===== src/rtl/config_pkg.sv =====
// Core-wide configuration shared by the writeback slice: data width,
// register file geometry and the writeback source encoding.
package config_pkg;

    typedef struct packed {
        int unsigned XLEN;
    } core_conf_t;

    localparam core_conf_t DEFAULT_CONF = '{XLEN: 32};

    localparam int NUM_ARCH_REGS  = 32;
    localparam int REG_ADDR_W     = 5;
    localparam int PEND_W_DEFAULT = 2;

    typedef enum logic {
        WB_SRC_ALU = 1'b0,
        WB_SRC_LSU = 1'b1
    } wb_src_e;

endpackage


===== src/rtl/core_wb_scoreboard.sv =====
// Per-register pending-write counters; x0 is never tracked.
// busy/issue_ready/err_underflow are derived from the registered counters.
module core_wb_scoreboard
    import config_pkg::*;
#(
    parameter int PEND_W = PEND_W_DEFAULT
) (
    input  logic                  clk,
    input  logic                  rst_n,
    input  logic                  issue_valid,
    input  logic [REG_ADDR_W-1:0] issue_rd,
    input  logic                  wb_we,
    input  logic [REG_ADDR_W-1:0] wb_addr,
    output logic                  issue_ready,
    output logic [NUM_ARCH_REGS-1:0] busy,
    output logic                  err_underflow
);

    localparam logic [PEND_W-1:0] CNT_MAX = '1;

    logic [PEND_W-1:0] cnt_q [NUM_ARCH_REGS];
    logic [PEND_W-1:0] cnt_d [NUM_ARCH_REGS];
    logic              inc;

    always_comb begin
        issue_ready   = (issue_rd == '0) || (cnt_q[issue_rd] != CNT_MAX);
        inc           = issue_valid && issue_ready && (issue_rd != '0);
        err_underflow = wb_we && (cnt_q[wb_addr] == '0);
    end

    // A writeback to an empty counter is an error, not a decrement.
    always_comb begin
        logic inc_r;
        logic dec_r;
        cnt_d[0] = '0;
        for (int r = 1; r < NUM_ARCH_REGS; r++) begin
            cnt_d[r] = cnt_q[r];
            inc_r    = inc && (issue_rd == REG_ADDR_W'(r));
            dec_r    = wb_we && (wb_addr == REG_ADDR_W'(r)) && (cnt_q[r] != '0);
            if (inc_r && !dec_r) begin
                cnt_d[r] = cnt_q[r] + 1'b1;
            end else if (dec_r && !inc_r) begin
                cnt_d[r] = cnt_q[r] - 1'b1;
            end
        end
    end

    always_ff @(posedge clk or negedge rst_n) begin
        if (!rst_n) begin
            for (int r = 0; r < NUM_ARCH_REGS; r++) begin
                cnt_q[r] <= '0;
            end
        end else begin
            for (int r = 0; r < NUM_ARCH_REGS; r++) begin
                cnt_q[r] <= cnt_d[r];
            end
        end
    end

    always_comb begin
        busy = '0;
        for (int r = 1; r < NUM_ARCH_REGS; r++) begin
            busy[r] = (cnt_q[r] != '0);
        end
    end

endmodule


===== src/rtl/core_wb_unit.sv =====
// Writeback driver: round-robin arbitration of ALU and LSU results onto a
// registered register-file write port, plus the pending-write scoreboard.
module core_wb_unit
    import config_pkg::*;
#(
    parameter core_conf_t CONF   = DEFAULT_CONF,
    parameter int         PEND_W = PEND_W_DEFAULT
) (
    input  logic                     clk,
    input  logic                     rst_n,
    input  logic                     alu_valid,
    input  logic [REG_ADDR_W-1:0]    alu_rd,
    input  logic [CONF.XLEN-1:0]     alu_data,
    output logic                     alu_ready,
    input  logic                     lsu_valid,
    input  logic [REG_ADDR_W-1:0]    lsu_rd,
    input  logic [CONF.XLEN-1:0]     lsu_data,
    output logic                     lsu_ready,
    input  logic                     issue_valid,
    input  logic [REG_ADDR_W-1:0]    issue_rd,
    output logic                     issue_ready,
    output logic [NUM_ARCH_REGS-1:0] busy,
    output logic [REG_ADDR_W-1:0]    wb_addr,
    output logic [CONF.XLEN-1:0]     wb_data,
    output logic                     wb_we,
    output logic                     err_underflow
);

    wb_src_e                 rr_q, rr_d;
    logic                    grant_alu, grant_lsu;
    logic [REG_ADDR_W-1:0]   sel_rd;
    logic [CONF.XLEN-1:0]    sel_data;
    logic                    wr_d;
    logic                    wb_we_q;
    logic [REG_ADDR_W-1:0]   wb_addr_q;
    logic [CONF.XLEN-1:0]    wb_data_q;

    // The pointer only moves on contention, so a lone source never
    // steals priority from the other.
    always_comb begin
        grant_alu = alu_valid && (!lsu_valid || (rr_q == WB_SRC_ALU));
        grant_lsu = lsu_valid && (!alu_valid || (rr_q == WB_SRC_LSU));
        rr_d      = rr_q;
        if (alu_valid && lsu_valid) begin
            rr_d = (rr_q == WB_SRC_ALU) ? WB_SRC_LSU : WB_SRC_ALU;
        end
        sel_rd   = grant_lsu ? lsu_rd   : alu_rd;
        sel_data = grant_lsu ? lsu_data : alu_data;
        wr_d     = (grant_alu || grant_lsu) && (sel_rd != '0);
    end

    always_ff @(posedge clk or negedge rst_n) begin
        if (!rst_n) begin
            rr_q      <= WB_SRC_ALU;
            wb_we_q   <= 1'b0;
            wb_addr_q <= '0;
            wb_data_q <= '0;
        end else begin
            rr_q    <= rr_d;
            wb_we_q <= wr_d;
            if (wr_d) begin
                wb_addr_q <= sel_rd;
                wb_data_q <= sel_data;
            end
        end
    end

    assign alu_ready = grant_alu;
    assign lsu_ready = grant_lsu;
    assign wb_we     = wb_we_q;
    assign wb_addr   = wb_addr_q;
    assign wb_data   = wb_data_q;

    core_wb_scoreboard #(
        .PEND_W (PEND_W)
    ) u_scoreboard (
        .clk           (clk),
        .rst_n         (rst_n),
        .issue_valid   (issue_valid),
        .issue_rd      (issue_rd),
        .wb_we         (wb_we_q),
        .wb_addr       (wb_addr_q),
        .issue_ready   (issue_ready),
        .busy          (busy),
        .err_underflow (err_underflow)
    );

endmodule


===== config.mk =====
export PLATFORM = sky130hd
export DESIGN_NAME = core_wb_unit
export DESIGN_NICKNAME = d
export VERILOG_FILES = /design/src/rtl/config_pkg.sv /design/src/rtl/core_wb_scoreboard.sv /design/src/rtl/core_wb_unit.sv
export SDC_FILE = /design/constraint.sdc
export NUM_CORES = 1
export LEC_CHECK = 0
export BUFFER_PORTS_ARGS = -buffer_cell sky130_fd_sc_hd__buf_2
export CORE_UTILIZATION = 35
export DETAILED_ROUTE_END_ITERATION = 7
export PLACE_DENSITY_LB_ADDON = 0.15
export SKIP_LAST_GASP = 1
export SYNTH_ARGS = -nofsm -noshare
export SYNTH_HDL_FRONTEND = slang
export SYNTH_SLANG_ARGS = --single-unit
export TNS_END_PERCENT = 20

===== constraint.sdc =====
create_clock -name clk -period 3.1 [get_ports clk]
set_clock_uncertainty 0.05 [all_clocks]
set_input_delay 0.465 -clock clk [delete_from_list [all_inputs] [get_ports clk]]
set_output_delay 0.465 -clock clk [all_outputs]
set_load 0.01 [all_outputs]

==> impl_metrics.tcl, run 1 <==
set metrics [dict create \
    grt_usage 0.1998 \
    maxSlewViolCount 0 \
    hold_class "in -> async" \
    rsz0062_at_grt "true" \
    cp_data_arrival_time_ps 2620 \
    synthFlopType "dfrtp_1" \
    synth_area_um2 6610 \
    num_io_pins 158 \
    async_flop_share 1.000 \
    fin_nets 898 \
    max_freq_ghz 0.3194 \
    critPathKind "reg -> out" \
    clock-root-buffer "clkbuf_16" \
    synth_nets 734 \
    place_area_um2 7725 \
    fin_crit_sh 1.010 \
    synth_edf_count 0 \
    vias_per_cell 5.129 \
    cp_data_required_time_ps 2580 \
    die_x_um 139.4 \
    crit_slowest_cell "mux4_2" \
    holdWs_ps 35.18 \
    fp-row-count 49 \
    core_um2 18210 \
    crit_family "compound AO/OA/AOI/OAI gates" \
    worstSetupEndpointType "output pin" \
    grt_util_met2 0.3227 \
    synth_top_area_share 0.3824 \
    syn_area_per_cell_um2 10.68 \
    drive_gt1_frac 0.4112 \
    hold_buffers 0 \
    cellPowerDensity_nw_per_um2 709.4 \
    drc 0 \
    violations "setup timing" \
    total_power_mw 5.707 \
    yosysWarnings 0 \
    ys_ff_latch 101 \
    drtAntennaViolNets 0 \
    worst_pin_slew_ps 710.8 \
    ir_drop_uv 287.3 \
    grt_overflow 0 \
    die_h_um 139.4 \
    drt_iter0_markers 253 \
    htree_levels 3 \
    antennaDiodeCount 0 \
    grt_max_degree 61 \
    die-area_um2 19440 \
    vias 5216 \
    synth_area_leaders "dfrtp_1 38%, mux2_2 11%, xor2_1 8.2%" \
    first_pass_iters 4 \
    setup_viol 1 \
    hold_viol 0 \
    yosysMostFrequentCell "dfrtp_1" \
    finish.utilization 0.4418 \
    syn_inst 619 \
    numClockSinks 101 \
    busiest_layer "met2" \
    maxCapViolations 0 \
    max-slew-margin-rel 0.5249 \
    outcome "finished with violations" \
    use_met1 0.2652 \
    clock_path_buffers 2 \
    r2r_start "u_scoreboard.cnt_q[56]" \
    ys_seq_area_frac 0.3824 \
    cts_buffers 9 \
    wl_um 18510 \
    dp_hpwl_um 13930 \
    antenna_found_initial 0 \
    crit_fanout 4 \
    place_ws_ps -254.2 \
    n_fill_cell 1773 \
    r2r_cells 8 \
    path_clk_slew_ps 80 \
    routabilityCongestion 0.8508 \
    r2r_end "u_scoreboard.cnt_q[61]" \
    stdcell_area_um2 8044 \
    critPathLaunchType "flip-flop" \
    synth_common_cells "101 x dfrtp_1, 66 x mux2_2, 62 x xor2_1, 52 x nor2_1, 44 x nand2_1" \
    start_util 0.3630 \
    tritoncts "yes" \
    setup_ws_ps -31.24 \
    yosysUniqueCellTypes 46 \
    max_stage_delay_ps 490 \
    yosysTopAreaCell "dfrtp_1" \
    grt_pass1_wl_um 29990 \
    portBuffers 156 \
    post-cts-setup-buffers 0 \
    avgRoutedWirePerCell_um 18.20 \
    syn_to_final_growth_pct 21.69 \
    use_met3 0.05299 \
    grt_pass1_vias 5486 \
    min_period_ps 3131 \
    p_leak_nw 3.508 \
    clk_latency_ps 370 \
    rrSetupSlack_ps 270 \
    worstPathCellList "or2_2 -> mux4_2 -> nand2b_1 -> o211a_1 -> o32ai_1 -> buf_2" \
    path_buf_inv 1 \
]
-- registers in the layout, summed over array words and instances (netlist names) --
register,cells
u_scoreboard.cnt_q,62
wb_addr,5
wb_we,1
wb_data,32
rr_q,1
-- cells by family after synthesis --
group | after synthesis | share of synthesized area
flip-flops | 101 | 0.3824
buffers and inverters | 40 | 0.03691
AO/OA/AOI/OAI | 29 | 0.03521
XOR/XNOR | 94 | 0.1246
other | 1 | 0.0005673
multiplexers | 103 | 0.1942
adder cells (fa/ha/maj) | 31 | 0.05868
AND/OR/NAND/NOR | 220 | 0.1675
-- layer usage --
layer / wire length (µm) / vias up
met1: 8335 / 2526
met3: 1295 / 19
met2: 8596 / 195
li1: - / 2476
met4: 286 / 0
met5: 0 / -
-- cell type report --
cell class,instances,area [µm²],area share
Multi-Input combinational cell,479,3869,0.4809
Clock buffer,9,225.2,0.02800
Sequential cell,101,2527,0.3142
Clock inverter,7,75.07,0.009333
Inverter,8,30.03,0.003733
Tap cell,229,286.5,0.03562
Timing Repair Buffer,184,1031,0.1282
-- worst max path at each step --
| stage | start | endpoint | slack [ps] | cells past startpoint |
|---|---|---|---|---|
| 6_report | u_scoreboard.cnt_q[54] | err_underflow | -30 | 6 |
| 3_5_place_dp | issue_rd[1] | u_scoreboard.cnt_q[29] | -250 | 12 |
| 5_1_grt | wb_addr[0] | err_underflow | -100 | 8 |
| 3_3_place_gp | issue_rd[1] | u_scoreboard.cnt_q[11] | -220 | 10 |
| 2_1_floorplan | issue_rd[0] | u_scoreboard.cnt_q[5] | 540 | 11 |
| 4_1_cts | u_scoreboard.cnt_q[46] | u_scoreboard.cnt_q[61] | -30 | 8 |
-- stage by stage --
stage          cells  TNS (ps)
2_1_floorplan    619         0
3_3_place_gp    1000     -5154
3_5_place_dp    1000     -7957
4_1_cts         1017    -220.5
5_1_grt         1017    -95.49
6_report        1017    -31.24
-- what timing repair did --
item | 4_1_cts | 5_1_grt
cloned | 1 | 0
resized for setup | 0 | 1
hold endpoints to repair | 0 | 0
endpoints found under the setup margin | 2 | 27
-- cell usage in the layout (no fill, tap or decap), types with 2 or more instances in the layout --
cell	Yosys	layout
and2_1	4	4
nand3_1	35	35
mux4_2	13	13
mux2i_1	18	18
buf_12	0	3
clkinv_8	0	2
mux2_1	6	6
a22oi_1	5	5
a21o_1	2	2
nor2b_1	7	7
a21oi_1	6	6
clkbuf_16	0	9
mux2_2	66	66
a21boi_4	1	2
nor4_1	3	3
or2_2	28	28
nor2_1	52	52
xor2_1	62	62
inv_1	7	7
nor3_1	25	25
nor3_2	11	11
nand2b_1	7	7
dfrtp_1	101	101
nand2_1	44	44
o21ai_0	2	2
ha_1	31	31
a311o_1	2	2
xnor2_1	32	32
buf_2	6	155
buf_4	5	26
inv_6	0	2
-- where the power goes --
group	leakage (nW)	total [mW]	internal (mW)	switching (mW)
sequential	1.13	2.38	1.80	0.571
combinational	2.23	2.18	1.10	1.08
clock	0.148	1.16	0.571	0.585
total	3.51	5.71	3.47	2.24
(Power assumes the default switching activity.)
==> inputs of run 2 (changes only) <==
--- a/config.mk
+++ b/config.mk
@@ -6,7 +6,7 @@
 export NUM_CORES = 1
 export LEC_CHECK = 0
 export BUFFER_PORTS_ARGS = -buffer_cell sky130_fd_sc_hd__buf_2
-export CORE_UTILIZATION = 35
+export CORE_UTILIZATION = 55
 export DETAILED_ROUTE_END_ITERATION = 7
 export PLACE_DENSITY_LB_ADDON = 0.15
 export SKIP_LAST_GASP = 1
==> run 2 against run 1 <==
Against the previous run:
- the flow finishes with violations (DRC)
- via count up 2.6%
- highest routed layer unchanged
- largest power group unchanged
- routed wire length down 6.4%
- utilization grew 24 points
- largest cell class unchanged
==> impl_metrics.tcl, run 2 (synthesis results as in run 1) <==
set metrics [dict create \
    hold_class "in -> async" \
    p_seq_frac 0.424 \
    maxSlewViolCount 0 \
    ir_drop_uv 434.4 \
    die_x_um 111.6 \
    hold_viol 0 \
    r2r_start "u_scoreboard.cnt_q[56]" \
    vias 5350 \
    r2r_cells 9 \
    avgRoutedWirePerCell_um 18.67 \
    critPathKind "reg -> out" \
    clk_latency_ps 360 \
    maxCapViolations 0 \
    post-cts-setup-buffers 0 \
    setup_ws_ps 54.14 \
    clock_path_buffers 2 \
    drc 2 \
    antennaDiodeCount 0 \
    finish.utilization 0.6828 \
    setup_viol 0 \
    cp_data_arrival_time_ps 2530 \
    clock-root-buffer "clkbuf_16" \
    max_freq_ghz 0.3283 \
    max-slew-margin-rel 0.5051 \
    grt_usage 0.2958 \
    r2r_end "u_scoreboard.cnt_q[19]" \
    place_ws_ps -231.8 \
    htree_levels 3 \
    cellPowerDensity_nw_per_um2 715.0 \
    routabilityCongestion 0.9391 \
    fp-row-count 39 \
    largest_reg_flops 62 \
    sw_frac_of_total 0.3887 \
    grt_pass1_wl_um 28720 \
    drtAntennaViolNets 0 \
    crit_fanout 4 \
    worstSetupEndpointType "output pin" \
    fin_crit_sh 0.9825 \
    path_clk_slew_ps 70 \
    crit_slowest_cell "mux4_2" \
    dp_hpwl_um 12980 \
    portBuffers 156 \
    syn_to_final_growth_pct 19.46 \
    regMostFlops "u_scoreboard.cnt_q" \
    power_frac_clock 0.195 \
    die-area_um2 12460 \
    critPathLaunchType "flip-flop" \
    drt_iter0_markers 348 \
    switching_power_mw 2.195 \
    max_stage_delay_ps 500 \
    layout_commonest_cell "buf_2" \
    rrSetupSlack_ps 240 \
    core_um2 11560 \
    vias_per_cell 5.765 \
    drive_gt1_frac 0.4076 \
    tritoncts "yes" \
    p_int_mw 3.451 \
    worstPathCellList "or2_2 -> mux4_2 -> nand2b_1 -> o211a_1 -> o32ai_1 -> buf_2" \
    cp_data_required_time_ps 2580 \
    grt_pass1_vias 5585 \
    layout_common_cells "155 x buf_2, 101 x dfrtp_1, 66 x mux2_2" \
    fin_nets 895 \
    p_leak_nw 3.473 \
    grt_overflow 0 \
    first_pass_iters 8 \
    min_period_ps 3046 \
    grt_max_degree 54 \
    comb_power_share 0.381 \
    worst_pin_slew_ps 741.3 \
    start_util 0.5716 \
    numClockSinks 101 \
    violations "DRC" \
    crit_start "u_scoreboard.cnt_q[54]" \
    rsz0062_at_grt "true" \
    antenna_found_initial 0 \
    n_fill_cell 865 \
    num_io_pins 158 \
    cts_buffers 9 \
    endpoint "err_underflow" \
    outcome "finished with violations" \
    wl_um 17330 \
    die_h_um 111.6 \
]
==> run 2: final cells by class <==
cell class | instances | area (µm²) | share of cell area
Timing Repair Buffer | 181 | 1008 | 0.1277
Tap cell | 143 | 178.9 | 0.02266
Clock inverter | 6 | 53.80 | 0.006814
Inverter | 8 | 30.03 | 0.003803
Clock buffer | 10 | 229.0 | 0.02900
Sequential cell | 101 | 2527 | 0.3201
Multi-Input combinational cell | 479 | 3869 | 0.4899
==> run 2: worst min path at each step <==
stage | to | slack [ps] | depth (start not counted)
CTS | u_scoreboard.cnt_q[35] | 130 | 1
floorplan | rr_q | 120 | 0
detailed placement | wb_data[1] | 420 | 1
global placement | wb_data[1] | 420 | 1
global route | u_scoreboard.cnt_q[33] | 160 | 1
finish | u_scoreboard.cnt_q[53] | 110 | 1
==> run 2: repair_timing <==
action | CTS | global route
pin swaps | 0 | 0
endpoints found under the hold margin | 0 | 0
endpoints found under the setup margin | 1 | 17
hold buffers | 0 | 0
gates resized for setup | 0 | 1
gates cloned | 1 | 0
==> run 2: metal layers <==
layer / global-route usage / vias to the layer above / routed length [µm]
met2: 0.4865 / 244 / 8405
li1: - / 2462 / -
met3: 0.08165 / 38 / 1239
met5: 0 / - / 0
met4: 0.1135 / 0 / 549
met1: 0.3710 / 2606 / 7133
==> run 2: critical path, delay by kind of cell, from the launching register on <==
| kind | cells | cell delay (ps) |
|---|---|---|
| AOI/OAI and AO/OA | 2 | 520 |
| buffers and inverters | 1 | 210 |
| DFF | 1 | 440 |
| muxes | 1 | 500 |
| and+or+nand+nor | 2 | 510 |
==> run 2: power by group through the flow <==
| stage | logic, mW | clock network (mW) | registers, mW |
|---|---|---|---|
| 2_1_floorplan | 1.44 | 0 | 2.26 |
| 3_3_place_gp | 2.06 | 0 | 2.37 |
| 3_5_place_dp | 2.11 | 0 | 2.40 |
| 4_1_cts | 2.15 | 1.12 | 2.38 |
| 5_1_grt | 2.33 | 1.17 | 2.46 |
| 6_report | 2.15 | 1.10 | 2.40 |
==> run 2: stage by stage <==
stage	cell area (µm²)	cells	hold WS, ps	setup TNS, ps	total power, mW
finish	7896	928	109.3	0	5.646
global route	7896	928	164.6	-50.95	5.952
CTS	7889	928	130.2	0	5.648
detailed placement	7595	911	419.9	-4733	4.512
global placement	7595	911	415.6	-1029	4.422
floorplan	6610	619	119.4	0	3.703
==> inputs of run 3 (changes only) <==
--- a/config.mk
+++ b/config.mk
@@ -6,9 +6,11 @@
 export NUM_CORES = 1
 export LEC_CHECK = 0
 export BUFFER_PORTS_ARGS = -buffer_cell sky130_fd_sc_hd__buf_2
+export CORE_ASPECT_RATIO = 0.5
 export CORE_UTILIZATION = 55
 export DETAILED_ROUTE_END_ITERATION = 7
 export PLACE_DENSITY_LB_ADDON = 0.15
+export SETUP_SLACK_MARGIN = 0.4
 export SKIP_LAST_GASP = 1
 export SYNTH_ARGS = -nofsm -noshare
 export SYNTH_HDL_FRONTEND = slang
==> run 3 against run 2 <==
Against the previous run:
- the run ends with hold timing left
- critical path depth rose by 5
- power grew 8.3%
- clock power up 8%
- utilization increased by 6.2 points
- sequential share of layout area decreased by 2.1 points
- flip-flop and latch count did not move
- sequential power is 5% lower
- clock-buffer cell count did not move
- maximum frequency grew 11%
- routed wire length up 2.4%
- die area grew 0.21%
==> impl_metrics.tcl, run 3 (synthesis results as in run 1) <==
set metrics [dict create \
    violations "hold timing" \
    met1_length_um 7652 \
    drc 0 \
    antennaDiodeCount 0 \
    critPathKind "reg -> reg" \
    clock_path_buffers 2 \
    n_fill_cell 843 \
    die_x_um 157.0 \
    max_stage_delay_ps 480 \
    cp_data_required_time_ps 3330 \
    num_io_pins 158 \
    maxCapViolations 0 \
    layout_common_cells "152 x buf_2, 99 x dfrtp_1, 66 x mux2_2" \
    dp_cells 923 \
    outcome "finished with violations" \
    cp_data_arrival_time_ps 2970 \
    rsz0062_at_grt "true" \
    worst_pin_slew_ps 643.0 \
    maxSlewViolCount 0 \
    tns_ps 0 \
    grt_pass1_wl_um 27790 \
    max_freq_ghz 0.3645 \
    die-area_um2 12490 \
    fin_crit_sh 0.8851 \
    hold_buffers 0 \
    drtAntennaViolNets 0 \
    setup_viol 0 \
    stdcell_area_um2 8451 \
    worstPathCellList "buf_4 -> mux4_2 -> a22oi_2 -> o21ai_1 -> a21boi_4 -> buf_12 -> buf_4 -> nor3_2 -> ha_2 -> nor2_2 -> xor2_1" \
    crit_top_cell "buf_4" \
    drive_gt1_frac 0.4791 \
    p_leak_nw 3.704 \
    grt_pass1_vias 5445 \
    cts_buffers 9 \
    fin_nets 924 \
    layout_commonest_cell "buf_2" \
    multi_input_area_um2 4093 \
    clk_latency_ps 350 \
    crit_fanout 6 \
    min_period_ps 2744 \
    die_h_um 79.52 \
    top_layer_used "met4" \
    worstSetupEndpointType "flip-flop" \
    hold_viol 1 \
    wl_met2_um 8436 \
    fp-row-count 27 \
    htree_levels 3 \
    grt_overflow 0 \
    regMostFlops "u_scoreboard.cnt_q" \
    largest_reg_flops 62 \
    seqCellArea_um2 2530 \
    core_um2 11350 \
    syn_to_final_growth_pct 27.84 \
    fin_cells 973 \
    cellPowerDensity_nw_per_um2 723.3 \
    crit_slowest_cell "mux4_2" \
    ir_drop_uv 362.9 \
    first_pass_iters 5 \
    antenna_found_initial 0 \
    drt_iter0_markers 404 \
    path_clk_slew_ps 70 \
    critPathLaunchType "flip-flop" \
    avgRoutedWirePerCell_um 18.24 \
    vias 5516 \
    wl_met3_um 1407 \
    grt_usage 0.2943 \
    place_area_um2 7585 \
    start_util 0.5823 \
    numClockSinks 101 \
    max-slew-margin-rel 0.5680 \
    hold_class "in -> async" \
    clock-root-buffer "clkbuf_16" \
    holdWs_ps -0.4706 \
    vias_per_cell 5.669 \
    tritoncts "yes" \
    dp_hpwl_um 12390 \
    routabilityCongestion 0.8841 \
    grt_max_degree 72 \
    wl_um 17740 \
    portBuffers 156 \
]
[run 3: cell count changes in the layout (fill, tap and decap cells not counted), moves of 8 or more]
cell / change
nor3_2: +11
ha_1: -9
or2_2: -8
buf_4: +28
nor3_1: -17
or2_4: +8
[run 3: area by class of cell]
class                           instances  area share
Clock buffer                           10     0.02710
Sequential cell                       101      0.2994
Multi-Input combinational cell        478      0.4843
Inverter                                8    0.003998
Clock inverter                          6    0.009328
Timing Repair Buffer                  211      0.1524
Tap cell                              159     0.02354
[run 3: worst paths after layout]
kind | end | slack (ps) | cells after the start | from
min in group clk | wb_addr[2] | 310 | 2 | lsu_rd[2]
worst min register to register | wb_data[1] | 440 | 1 | wb_data[1]
max in group asynchronous | wb_addr[0] | 2250 | 2 | rst_n
worst max-delay path | u_scoreboard.cnt_q[49] | 360 | 11 | u_scoreboard.cnt_q[32]
worst min-delay path | u_scoreboard.cnt_q[38] | -0.5 | 1 | rst_n
worst max register to register | u_scoreboard.cnt_q[49] | 360 | 11 | u_scoreboard.cnt_q[32]
[run 3: through the flow]
step                      total power, mW  utilization  setup WS, ps
after global routing                6.436       0.7445         284.0
final                               6.112       0.7445         356.2
after floorplan                     3.703            -         544.7
after global placement              4.404       0.6682         98.17
after CTS                           5.987       0.7221         387.2
after detailed placement            4.464       0.6682         16.26
[run 3: power by group]
group          leakage (nW)  switching, mW  internal, mW  total, mW
Sequential             1.13          0.478          1.81       2.28
Clock                 0.152          0.544         0.646       1.19
Combinational          2.42           1.27          1.36       2.64
Total                  3.70           2.30          3.82       6.11
[run 3: metal layers]
layer / GRT usage / vias up
li1: - / 2525
met1: 0.3993 / 2707
met2: 0.4711 / 255
met3: 0.07112 / 29
met4: 0.08252 / 0
met5: 0 / -
[run 3: timing repair]
action / 4_1_cts / 5_1_grt
hold endpoints to repair: 0 / 0
setup buffers: 29 / 2
pin swaps: 5 / 19
endpoints found under the setup margin: 5 / 32
resized for setup: 17 / 47
gates cloned: 1 / 2
[run 3: worst max-delay path: cells and delay by family (launching register included)]
family | cells | cell delay [ps]
XOR/XNOR | 1 | 150
AO/OA/AOI/OAI | 3 | 450
multiplexers | 1 | 480
flip-flops | 1 | 390
adder cells (fa/ha/maj) | 1 | 330
AND/OR/NAND/NOR | 2 | 340
buffers and inverters | 3 | 460
